==> config.mk <==
export PLATFORM = sky130hd
export DESIGN_NAME = servo_pwm_bank
export DESIGN_NICKNAME = d
export VERILOG_FILES = /design/src/rtl/servo_pwm_bank.sv
export SDC_FILE = /design/constraint.sdc
export NUM_CORES = 1
export LEC_CHECK = 0
export ABC_AREA = 1
export CORE_MARGIN = 10
export CORE_UTILIZATION = 40
export DETAILED_ROUTE_END_ITERATION = 16
export HOLD_SLACK_MARGIN = 0.15
export PLACE_DENSITY = 0.56
export SYNTH_ARGS = -nofsm -noshare
export SYNTH_HDL_FRONTEND = slang
export SYNTH_SLANG_ARGS = --single-unit
==> constraint.sdc <==
create_clock -name clk -period 12.6 [get_ports clk]
set_input_delay 1.26 -clock clk [delete_from_list [all_inputs] [get_ports clk]]
set_output_delay 1.26 -clock clk [all_outputs]
set_load 0.01 [all_outputs]
==> src/rtl/servo_pwm_bank.sv <==
// servo_pwm_bank
// Multi-channel servo pulse generator. All channels share one frame counter.
// Every channel holds a signed target command. Once per frame the applied
// command moves toward the target by at most SLEW units. The applied command
// is then turned into a clamped pulse width, and that width drives the next
// frame's pulse.
//
// Ports
//   clk          system clock (only clock)
//   reset        synchronous, active-high reset
//   enable       output enable; low forces every servo pin low
//   cmd_valid    command strobe
//   cmd_ready    accept indication (low only while in reset)
//   cmd_ch       target channel of the command
//   cmd_val      signed target value
//   cmd_err      one-cycle pulse after a command for a nonexistent channel
//   servo        pulse outputs, one per channel
//   frame_start  high during the cycle where the frame counter is 0
module servo_pwm_bank #(
    parameter int NCH          = 2,
    parameter int CMD_W        = 8,
    parameter int PERIOD_TICKS = 2000000,
    parameter int CENTER_TICKS = 150000,
    parameter int STEP_TICKS   = 1000,
    parameter int MIN_TICKS    = 100000,
    parameter int MAX_TICKS    = 200000,
    parameter int SLEW         = 4,
    localparam int CH_W        = (NCH > 1) ? $clog2(NCH) : 1
) (
    input  logic                    clk,
    input  logic                    reset,
    input  logic                    enable,
    input  logic                    cmd_valid,
    output logic                    cmd_ready,
    input  logic [CH_W-1:0]         cmd_ch,
    input  logic signed [CMD_W-1:0] cmd_val,
    output logic                    cmd_err,
    output logic [NCH-1:0]          servo,
    output logic                    frame_start
);

    // Counter and width share one width: MAX_TICKS <= PERIOD_TICKS, so both fit.
    localparam int TW = $clog2(PERIOD_TICKS + 1);
    localparam logic [TW-1:0] LAST_CNT = TW'(PERIOD_TICKS - 1);
    localparam int WID_RST_I = (CENTER_TICKS < MIN_TICKS) ? MIN_TICKS :
                               ((CENTER_TICKS > MAX_TICKS) ? MAX_TICKS : CENTER_TICKS);
    localparam logic [TW-1:0] WID_RST = TW'(WID_RST_I);

    // Move the applied command at most SLEW units toward the target (SLEW==0: jump).
    function automatic logic signed [CMD_W-1:0] slew_step(
        input logic signed [CMD_W-1:0] cur_v,
        input logic signed [CMD_W-1:0] tgt_v
    );
        int diff_v;
        logic signed [CMD_W-1:0] res_v;
        diff_v = int'(tgt_v) - int'(cur_v);
        if ((SLEW == 32'sd0) || ((diff_v <= SLEW) && (diff_v >= -SLEW))) begin
            res_v = tgt_v;
        end else if (diff_v > 32'sd0) begin
            res_v = cur_v + CMD_W'(SLEW);
        end else begin
            res_v = cur_v - CMD_W'(SLEW);
        end
        return res_v;
    endfunction

    // Command to pulse width. The 64-bit signed arithmetic cannot overflow before the clamp.
    function automatic logic [TW-1:0] width_of(input logic signed [CMD_W-1:0] c_v);
        logic signed [63:0] raw_v;
        logic [TW-1:0]      res_v;
        raw_v = 64'(CENTER_TICKS) + (64'(c_v) * 64'(STEP_TICKS));
        if (raw_v < 64'(MIN_TICKS)) begin
            res_v = TW'(MIN_TICKS);
        end else if (raw_v > 64'(MAX_TICKS)) begin
            res_v = TW'(MAX_TICKS);
        end else begin
            res_v = TW'(raw_v);
        end
        return res_v;
    endfunction

    logic [TW-1:0]           cnt_r;
    logic                    armed_r;
    logic                    cmd_ready_r;
    logic                    cmd_err_r;
    logic                    frame_start_r;
    logic [NCH-1:0]          servo_r;
    logic signed [CMD_W-1:0] tgt_r [NCH];
    logic signed [CMD_W-1:0] cur_r [NCH];
    logic [TW-1:0]           wid_r [NCH];

    logic                    wrap_s;
    logic [TW-1:0]           cnt_next_s;
    logic                    armed_next_s;
    logic                    accept_s;
    logic                    ch_ok_s;
    logic signed [CMD_W-1:0] cur_next_s [NCH];
    logic [TW-1:0]           wid_next_s [NCH];
    logic [NCH-1:0]          servo_next_s;

    // Next counter, frame update values and next pin levels.
    always_comb begin
        wrap_s = (cnt_r == LAST_CNT);
        if (wrap_s) begin
            cnt_next_s = '0;
        end else begin
            cnt_next_s = cnt_r + TW'(1);
        end
        // Pins stay low until the first full frame after reset, so no partial pulse is emitted.
        armed_next_s = armed_r | wrap_s;
        accept_s     = cmd_valid & cmd_ready_r;
        ch_ok_s      = ({1'b0, cmd_ch} < (CH_W + 1)'(NCH));
        for (int i = 0; i < NCH; i++) begin
            cur_next_s[i] = slew_step(cur_r[i], tgt_r[i]);
            if (wrap_s) begin
                wid_next_s[i] = width_of(cur_next_s[i]);
            end else begin
                wid_next_s[i] = wid_r[i];
            end
            servo_next_s[i] = enable & armed_next_s & (cnt_next_s < wid_next_s[i]);
        end
    end

    // State and registered outputs.
    always_ff @(posedge clk) begin
        if (reset) begin
            cnt_r         <= '0;
            armed_r       <= 1'b0;
            cmd_ready_r   <= 1'b0;
            cmd_err_r     <= 1'b0;
            frame_start_r <= 1'b0;
            servo_r       <= '0;
            for (int i = 0; i < NCH; i++) begin
                tgt_r[i] <= '0;
                cur_r[i] <= '0;
                wid_r[i] <= WID_RST;
            end
        end else begin
            cnt_r         <= cnt_next_s;
            armed_r       <= armed_next_s;
            cmd_ready_r   <= 1'b1;
            cmd_err_r     <= accept_s & ~ch_ok_s;
            frame_start_r <= (cnt_next_s == '0);
            servo_r       <= servo_next_s;
            for (int i = 0; i < NCH; i++) begin
                // The frame update reads the old target, so a command in the last cycle waits a frame.
                if (wrap_s) begin
                    cur_r[i] <= cur_next_s[i];
                end
                wid_r[i] <= wid_next_s[i];
                if (accept_s && ch_ok_s && (cmd_ch == CH_W'(i))) begin
                    tgt_r[i] <= cmd_val;
                end
            end
        end
    end

    assign cmd_ready   = cmd_ready_r;
    assign cmd_err     = cmd_err_r;
    assign servo       = servo_r;
    assign frame_start = frame_start_r;

endmodule

==> out/results.txt, run 1 <==
highest-count cells in the layout ignoring fill and taps - nand2_1 (364), inv_1 (347), nor2_1 (171)
Via Count - 9846
IO Pins - 18
Clk Latency, worst-skew pair - 0.35 ns
largest cells by area after synthesis - ha_1 (15%), nand2_1 (12%), dfxtp_1 (12%)
Cell Area, Synth - 11500 µm²
layout cell share with drive strength beyond 1 - 0.0712
reg-to-reg critical path startpoint - tgt_r[0][0]
Max transition margin - 0.255
# Post-CTS Setup Buffers - 0
final hold vios - 0
status - finished, final reports clean
Final WS setup - 2.31 ns
Highest Signal Layer - met4
synthesized flop and latch total - 100
GPL Wtd Cong - 0.872
Tcrit/Tclk final - 0.817
via/cell ratio - 4.81
largest net degree at the start of global routing - 48
# hold bufs at CTS - 0
HP Start - wid_r[0][0]
Pre-Repair DR Iteration Count - 5
WS Path Type - reg -> reg
routed wl met2 - 12600 µm
CP startpoint kind - flip-flop
Wirelength per Cell - 13.0 µm
unrepaired setup endpoints after global routing - no
commonest non-fill, non-tap cell in the layout - nand2_1
initial core utilization - 0.409
slowest stage delay, CP - 0.71 ns
core box area - 28000 µm²
Die X - 189 µm
Post-synth EDFFs - 32
most used cell, CP - nand2_1
CP max FO - 11
asr flop ratio synth - 0
H-tree Lvls - 3
CTS tree - done
clk buf depth - 2
root buffer cell - clkbuf_16
Setup-failing EPs final - 0
first-pass GRT wire length - 47000 µm
total grt overflow - 0
CP endpoint kind - flip-flop
die area - 35800 µm²
HP Class - reg -> reg
initial antenna violation count - 0
Synth Flop Type - dfxtp_1
TritonCTS Sinks - 100
min Tclk post-route - 10.29 ns
CP required - 12.84 ns
Avg Inst Size Synth - 6.94 µm²
Post-layout nets - 1875
register area share after synthesis - 0.202
Total GRT Usage - 0.155
synth unique cells - 54
Routed Wire Length - 26700 µm
synthesis-to-finish area growth - 7.67%
wire length on met3 - 513 µm
Post-Synthesis Cells - 1652
Syn Nets - 1861
Yosys top cell area share - 0.153
Rows - 61
Placed Cells - 2033
Die Span Y - 189 µm
post-CTS resize count - 0
DRC Markers - 0
clk slew on worst S/H paths - 0.07 ns
Hold WS - 0.439 ns
Antenna Nets Post-Route - 0
HPWL after DPL - 22300 µm
First DRT Iteration DRCs - 587
data arrival time of the critical path - 10.53 ns
non-filler cells, final - 2049
port bufs - 16
leading area contributor after synthesis - ha_1
Yosys Warn Count - 0
number of global-route vias before repair - 9748
Peak Freq - 97.2 MHz
Worst path slowest cell - o31ai_1
CP Launch Point - tgt_r[0][0]
fin. max-slew vios - 0
setup TNS - 0 ns
number of CTS-inserted buffers - 9
antenna cells - 0
routed metal-1 wirelength - 13200 µm
worst slack, placed - 2.24 ns
Clock Skew - 0.00925 ns
worst-margin pin slew - 1.11 ns
max_cap viols - 0
[stage by stage]
stage | cell area (µm²) | utilization
floorplan | 11500 | -
global placement | 12100 | 0.430
detailed placement | 12100 | 0.430
CTS | 12300 | 0.441
global route | 12300 | 0.441
finish | 12300 | 0.441
[critical path, delay by kind of cell (launching register included)]
family | cells | cell delay, ns
flops | 1 | 0.39
buf+inv | 7 | 0.63
xor+xnor | 4 | 0.97
simple gates | 27 | 3.19
compound gates | 7 | 1.51
fa+ha+maj | 9 | 3.45
[logic make-up after synthesis]
family / count (synthesis) / synth area share
xor gates and xnor gates: 41 / 0.0362
buffers and inverters: 380 / 0.127
and+or+nand+nor: 794 / 0.313
AOI/OAI and AO/OA: 140 / 0.0712
adders and majority gates: 196 / 0.250
other: 1 / 0.000327
DFF: 100 / 0.202
[Yosys cell counts, types with 6 or more instances]
master / number
xnor2_1: 9
dfxtp_1: 68
xor2_1: 26
nand3_1: 112
nand3b_1: 10
inv_1: 347
edfxtp_1: 32
o21ai_0: 39
o21bai_1: 6
or2_2: 18
nand3_2: 13
clkbuf_1: 15
nand4_1: 24
o21ai_1: 12
a21boi_1: 7
nor2_1: 171
nand2_1: 365
nand2_2: 18
nor3_1: 27
inv_2: 13
a21oi_1: 53
and2_1: 8
fa_1: 56
ha_1: 140
nor4_1: 6
[layout make-up]
type | instances | area [µm²]
sequential | 100 | 2320
tap | 378 | 473
clock inverter | 6 | 52.6
multi-input combinational | 1172 | 7700
timing repair buffer | 23 | 208
inverter | 360 | 1350
clock buffer | 10 | 239
fill | 2956 | 15700
[final timing paths]
kind / slack, ns / depth (start not counted) / end
setup / recovery: 2.31 / 54 / servo[0]
hold / removal: 0.44 / 2 / wid_r[0][0]
setup reg to reg: 2.31 / 54 / servo[0]
hold reg to reg: 0.44 / 2 / wid_r[0][0]
[metal layers]
metal / GRT usage / vias to the layer above
met4: 0.0415 / 0
met3: 0.0134 / 19
met5: 0 / -
met2: 0.262 / 93
li1: - / 5206
met1: 0.208 / 4528
[state kept, by name (all words and copies together), names as in the netlist]
register / cells
armed_r: 1
cmd_ready: 1
cnt_r: 21
cur_r: 16
frame_start: 1
servo: 2
tgt_r: 16
wid_r: 42
Power of run 1 is left out: the tool's default activity adds up to more than one toggle a clock period on the data nets, which glitch-free logic cannot reach.
==> inputs of run 2 (changes only) <==
- PLACE_DENSITY: 0.56 -> 0.58
- clock period: 12.6 -> 8.6 ns (I/O delays scaled with it)
==> out/results.txt, run 2 (synthesized netlist as in run 1, its figures left out) <==
CP required - 8.85 ns (was 12.84 ns)
Clk Latency, worst-skew pair - 0.36 ns (was 0.35 ns)
area of the multi-input gates - 8840 µm² (was 7700 µm²)
failing checks - negative setup slack
CP startpoint kind - flip-flop (unchanged)
Clock Skew - 0.0184 ns (was 0.00925 ns)
Setup-failing EPs final - 2 (was 0)
Placed Area - 13800 µm² (was 12100 µm²)
CP endpoint kind - flip-flop (unchanged)
root buffer cell - clkbuf_16 (unchanged)
Tcrit/Tclk final - 1.05 (was 0.817)
# hold bufs at CTS - 0 (unchanged)
fillcell total - 2675 (was 2956)
max reg flops - 42 (unchanged)
max_cap viols - 0 (unchanged)
Post-layout nets - 2155 (was 1875)
Pre-Repair DR Iteration Count - 5 (unchanged)
worst slack, placed - -0.657 ns (was 2.24 ns)
HP Class - reg -> reg (unchanged)
Placed Cells - 2251 (was 2033)
IO Pins - 18 (unchanged)
highest-count cells in the layout ignoring fill and taps - inv_1 (335), nand2_1 (307), buf_4 (273) (was nand2_1 (364), inv_1 (347), nor2_1 (171))
Peak Freq - 111 MHz (was 97.2 MHz)
H-tree Lvls - 3 (unchanged)
Die Span Y - 189 µm (unchanged)
CP max FO - 5 (was 11)
Max transition margin - 0.186 (was 0.255)
HPWL after DPL - 23600 µm (was 22300 µm)
number of global-route vias before repair - 11.0k (was 9748)
via/cell ratio - 4.75 (was 4.81)
Routed Wire Length - 30000 µm (was 26700 µm)
WS Path Type - reg -> reg (unchanged)
first-pass GRT wire length - 51000 µm (was 47000 µm)
Largest regs - wid_r (42), cnt_r (21) (unchanged)
slowest stage delay, CP - 0.52 ns (was 0.71 ns)
GPL Wtd Cong - 0.877 (was 0.872)
die area - 35800 µm² (unchanged)
Via Count - 11.1k (was 9846)
commonest non-fill, non-tap cell in the layout - inv_1 (was nand2_1)
initial antenna violation count - 0 (unchanged)
Largest Register - wid_r (unchanged)
unrepaired setup endpoints after global routing - yes (was no)
min Tclk post-route - 8.99 ns (was 10.29 ns)
antenna cells - 0 (unchanged)
initial core utilization - 0.409 (unchanged)
Die X - 189 µm (unchanged)
worst-margin pin slew - 1.21 ns (was 1.11 ns)
Worst path slowest cell - or4_4 (was o31ai_1)
Rows - 61 (unchanged)
First DRT Iteration DRCs - 489 (was 587)
setup TNS - -0.752 ns (was 0 ns)
non-filler cells, final - 2329 (was 2049)
final hold vios - 0 (unchanged)
layout cell share with drive strength beyond 1 - 0.309 (was 0.0712)
CTS tree - done (unchanged)
port bufs - 16 (unchanged)
total grt overflow - 0 (unchanged)
status - finished with violations (was finished, final reports clean)
fin. max-slew vios - 0 (unchanged)
core box area - 28000 µm² (unchanged)
number of CTS-inserted buffers - 9 (unchanged)
Wirelength per Cell - 12.9 µm (was 13.0 µm)
register area - 2320 µm² (unchanged)
Total GRT Usage - 0.167 (was 0.155)
data arrival time of the critical path - 9.24 ns (was 10.53 ns)
Antenna Nets Post-Route - 0 (unchanged)
DRC Markers - 0 (unchanged)
synthesis-to-finish area growth - 36.9% (was 7.67%)
Final WS setup - -0.387 ns (was 2.31 ns)
largest net degree at the start of global routing - 48 (unchanged)
clk buf depth - 2 (unchanged)
most used cell, CP - nand2_2 (was nand2_1)
clk slew on worst S/H paths - 0.08 ns (was 0.07 ns)
TritonCTS Sinks - 100 (unchanged)
final instance area - 15700 µm² (was 12300 µm²)
==> run 2: path summary, 6_finish.rpt <==
path                                endpoint  depth (start not counted)  slack, ns    startpoint
worst max-delay path                servo[0]                         53      -0.39   tgt_r[0][0]
worst min-delay path            wid_r[0][21]                          2       0.43  wid_r[0][21]
worst max register to register      servo[0]                         53      -0.39   tgt_r[0][0]
worst min register to register  wid_r[0][21]                          2       0.43  wid_r[0][21]
==> run 2: what timing repair did <==
item | 4_1_cts | 5_1_grt
gates resized for setup | 83 | 180
pin swaps | 62 | 130
setup endpoints to repair | 2 | 15
setup buffers | 35 | 27
==> run 2: worst max-delay path: cells and delay by family, from the launching register on <==
kind                       cells  cell delay [ns]
xor gates and xnor gates       5             0.87
adders and majority gates      9             3.12
buffers and inverters          8             0.60
and+or+nand+nor               24             2.58
AOI/OAI and AO/OA              7             1.28
DFF                            1             0.40
==> run 2: final cells by class <==
| cell class | instances | share of cell area |
|---|---|---|
| repair buffers | 303 | 0.151 |
| clock inverters | 6 | 0.00558 |
| multi-input cells | 1172 | 0.563 |
| well taps | 378 | 0.0301 |
| flip-flops and latches | 100 | 0.148 |
| clock buffers | 10 | 0.0159 |
| inverters | 360 | 0.0862 |
==> run 2: layer usage <==
layer  global-route usage  vias to the layer above  share of wire
met5                    0                        -              0
met4               0.0363                        0          0.012
met3               0.0141                       24          0.018
met2                0.293                      108           0.49
met1                0.219                     5166           0.48
li1                     -                     5767              -
==> run 2: stage by stage <==
step | hold WS [ns] | utilization
after floorplan | 0.409 | -
after global placement | 0.418 | 0.494
after detailed placement | 0.423 | 0.494
after CTS | 0.435 | 0.528
after global routing | 0.456 | 0.561
final | 0.431 | 0.561
Power of run 2 is left out for the same reason.
==> inputs of run 3 (changes only) <==
- ABC_AREA: 1 -> unset
==> out/results.txt, run 3 <==
TritonCTS Sinks - 100 (unchanged)
H-tree Lvls - 3 (unchanged)
DRC Markers - 0 (unchanged)
Worst path slowest cell - fa_1 (was or4_4)
clk slew on worst S/H paths - 0.09 ns (was 0.08 ns)
Post-Synthesis Cells - 1321 (was 1652)
root buffer cell - clkbuf_16 (unchanged)
WS Path Type - reg -> reg (unchanged)
CP max FO - 5 (unchanged)
Post-layout nets - 1868 (was 2155)
Avg Inst Size Synth - 8.47 µm² (was 6.94 µm²)
min Tclk post-route - 9.62 ns (was 8.99 ns)
highest-count cells in the layout ignoring fill and taps - buf_4 (330), inv_1 (179), ha_1 (120) (was inv_1 (335), nand2_1 (307), buf_4 (273))
max_cap viols - 0 (unchanged)
asr flop ratio synth - 0 (unchanged)
initial antenna violation count - 0 (unchanged)
synth unique cells - 92 (was 54)
clk buf depth - 2 (unchanged)
Placed Cells - 1970 (was 2251)
Yosys top cell area share - 0.157 (was 0.153)
status - finished with violations (unchanged)
failing checks - negative setup slack (unchanged)
total grt overflow - 0 (unchanged)
Yosys Warn Count - 0 (unchanged)
fin. max-slew vios - 0 (unchanged)
Wirelength per Cell - 14.8 µm (was 12.9 µm)
HPWL after DPL - 23600 µm (about the same)
synthesis-to-finish area growth - 40.3% (was 36.9%)
commonest non-fill, non-tap cell in the layout - buf_4 (was inv_1)
Cell Area, Synth - 11200 µm² (was 11500 µm²)
largest family of logic cells by synthesized area - adder cells (was simple AND/OR/NAND/NOR gates)
Clock Skew - 0.0136 ns (was 0.0184 ns)
most frequent cell after synthesis - inv_1 (was nand2_1)
core box area - 27700 µm² (was 28000 µm²)
First DRT Iteration DRCs - 437 (was 489)
Tcrit/Tclk final - 1.12 (was 1.05)
Synth Flop Type - dfxtp_1 (unchanged)
Rows - 61 (unchanged)
FF-to-FF setup slack - -1.02 ns (was -0.39 ns)
Synth Area in XOR/XNOR - 0.0658 (was 0.0362)
die area - 35000 µm² (was 35800 µm²)
antenna cells - 0 (unchanged)
data arrival time of the critical path - 9.88 ns (was 9.24 ns)
synthesized flop and latch total - 100 (unchanged)
Setup-failing EPs final - 2 (unchanged)
Die X - 187 µm (was 189 µm)
Routed Wire Length - 30200 µm (was 30000 µm)
# hold bufs at CTS - 0 (unchanged)
Total GRT Usage - 0.171 (was 0.167)
Post-synth EDFFs - 32 (unchanged)
Via Count - 10.5k (was 11.1k)
mux cell area share after synthesis - 0.0185 (was 0)
CP endpoint kind - flip-flop (unchanged)
largest cells by area after synthesis - ha_1 (16%), dfxtp_1 (12%), fa_1 (10%) (was ha_1 (15%), nand2_1 (12%), dfxtp_1 (12%))
Adder-Cell Fraction of Synth Area - 0.257 (was 0.250)
compound-gate portion of the synthesized area - 0.196 (was 0.0712)
Peak Freq - 104 MHz (was 111 MHz)
Die Span Y - 187 µm (was 189 µm)
GPL Wtd Cong - 0.866 (was 0.877)
number of CTS-inserted buffers - 9 (unchanged)
Largest Register - wid_r (unchanged)
layout cell share with drive strength beyond 1 - 0.331 (was 0.309)
number of global-route vias before repair - 10.8k (was 11.0k)
register area share after synthesis - 0.208 (was 0.202)
via/cell ratio - 5.13 (was 4.75)
Pre-Repair DR Iteration Count - 5 (unchanged)
simple-gate share of the synthesized area - 0.174 (was 0.313)
IO Pins - 18 (unchanged)
Placed Area - 14200 µm² (was 13800 µm²)
most used cell, CP - inv_2 (was nand2_2)
most instantiated cells after synthesis - inv_1 (200), ha_1 (140), nor2_1 (104), nand2_1 (73), a21oi_1 (71) (was nand2_1 (365), inv_1 (347), nor2_1 (171), ha_1 (140), nand3_1 (112))
leading area contributor after synthesis - ha_1 (unchanged)
slowest stage delay, CP - 0.51 ns (was 0.52 ns)
initial core utilization - 0.404 (was 0.409)
max reg flops - 42 (unchanged)
Largest regs - wid_r (42), cnt_r (21) (unchanged)
Antenna Nets Post-Route - 0 (unchanged)
port bufs - 16 (unchanged)
CP required - 8.86 ns (was 8.85 ns)
CP startpoint kind - flip-flop (unchanged)
HP Class - reg -> reg (unchanged)
Final WS setup - -1.02 ns (was -0.387 ns)
Syn Nets - 1530 (was 1861)
final hold vios - 0 (unchanged)
CTS tree - done (unchanged)
final instance area - 15700 µm² (about the same)
first-pass GRT wire length - 51300 µm (was 51000 µm)
unrepaired setup endpoints after global routing - yes (unchanged)
non-filler cells, final - 2042 (was 2329)
Max transition margin - 0.403 (was 0.186)
worst-margin pin slew - 0.894 ns (was 1.21 ns)
Clk Latency, worst-skew pair - 0.36 ns (about the same)
largest net degree at the start of global routing - 60 (was 48)
## run 3: worst paths after layout
path | cells past startpoint | from | to
setup / recovery | 48 | tgt_r[0][8] | servo[1]
hold / removal | 2 | wid_r[0][32] | wid_r[0][32]
setup reg to reg | 48 | tgt_r[0][8] | servo[1]
hold reg to reg | 2 | wid_r[0][32] | wid_r[0][32]
## run 3: metal layers
layer  vias up  GRT usage  share of wire
met5         -          0              0
met4         0     0.0450          0.017
met3        41     0.0199          0.024
met2       141      0.302           0.50
met1      5004      0.215           0.46
li1       5281          -              -
## run 3: critical path, delay by kind of cell, from the launching register on
kind | cells | cell delay, ns
DFF | 1 | 0.41
muxes | 1 | 0.16
buffers and inverters | 8 | 0.58
AOI/OAI and AO/OA | 21 | 3.62
xor gates and xnor gates | 4 | 0.63
adders and majority gates | 9 | 3.26
and+or+nand+nor | 5 | 0.87
## run 3: kinds of logic (layout without fill, tap and decap cells)
logic type | Yosys count | after routing
buffers and inverters | 236 | 579
flip-flops | 100 | 100
other | 1 | 1
multiplexers | 20 | 20
adder cells (fa/ha/maj) | 196 | 196
AO/OA/AOI/OAI | 305 | 305
XOR/XNOR | 84 | 84
AND/OR/NAND/NOR | 379 | 379
## run 3: what timing repair did
| action | 4_1_cts | 5_1_grt |
|---|---|---|
| pin swaps | 79 | 99 |
| resized for setup | 57 | 89 |
| setup endpoints to repair | 10 | 30 |
| buffers inserted | 33 | 23 |
## run 3: final cells by class
cell class	instances	area (µm²)
fill	2503	12000
clock inverter	7	103
inverter	200	753
timing repair buffer	363	2840
tap	378	473
multi-input combinational	985	8980
clock buffer	9	225
sequential	100	2320
## run 3: metrics by stage
step | setup TNS, ns | setup WS [ns] | hold slack, ns | utilization
4_1_cts | -1.85 | -1.07 | 0.460 | 0.545
3_3_place_gp | -2.45 | -1.35 | 0.429 | 0.514
2_1_floorplan | -1.85 | -1.07 | 0.414 | -
6_report | -1.84 | -1.02 | 0.457 | 0.567
3_5_place_dp | -3.17 | -1.43 | 0.440 | 0.514
5_1_grt | -4.87 | -1.57 | 0.492 | 0.567
Power of run 3 is left out for the same reason.
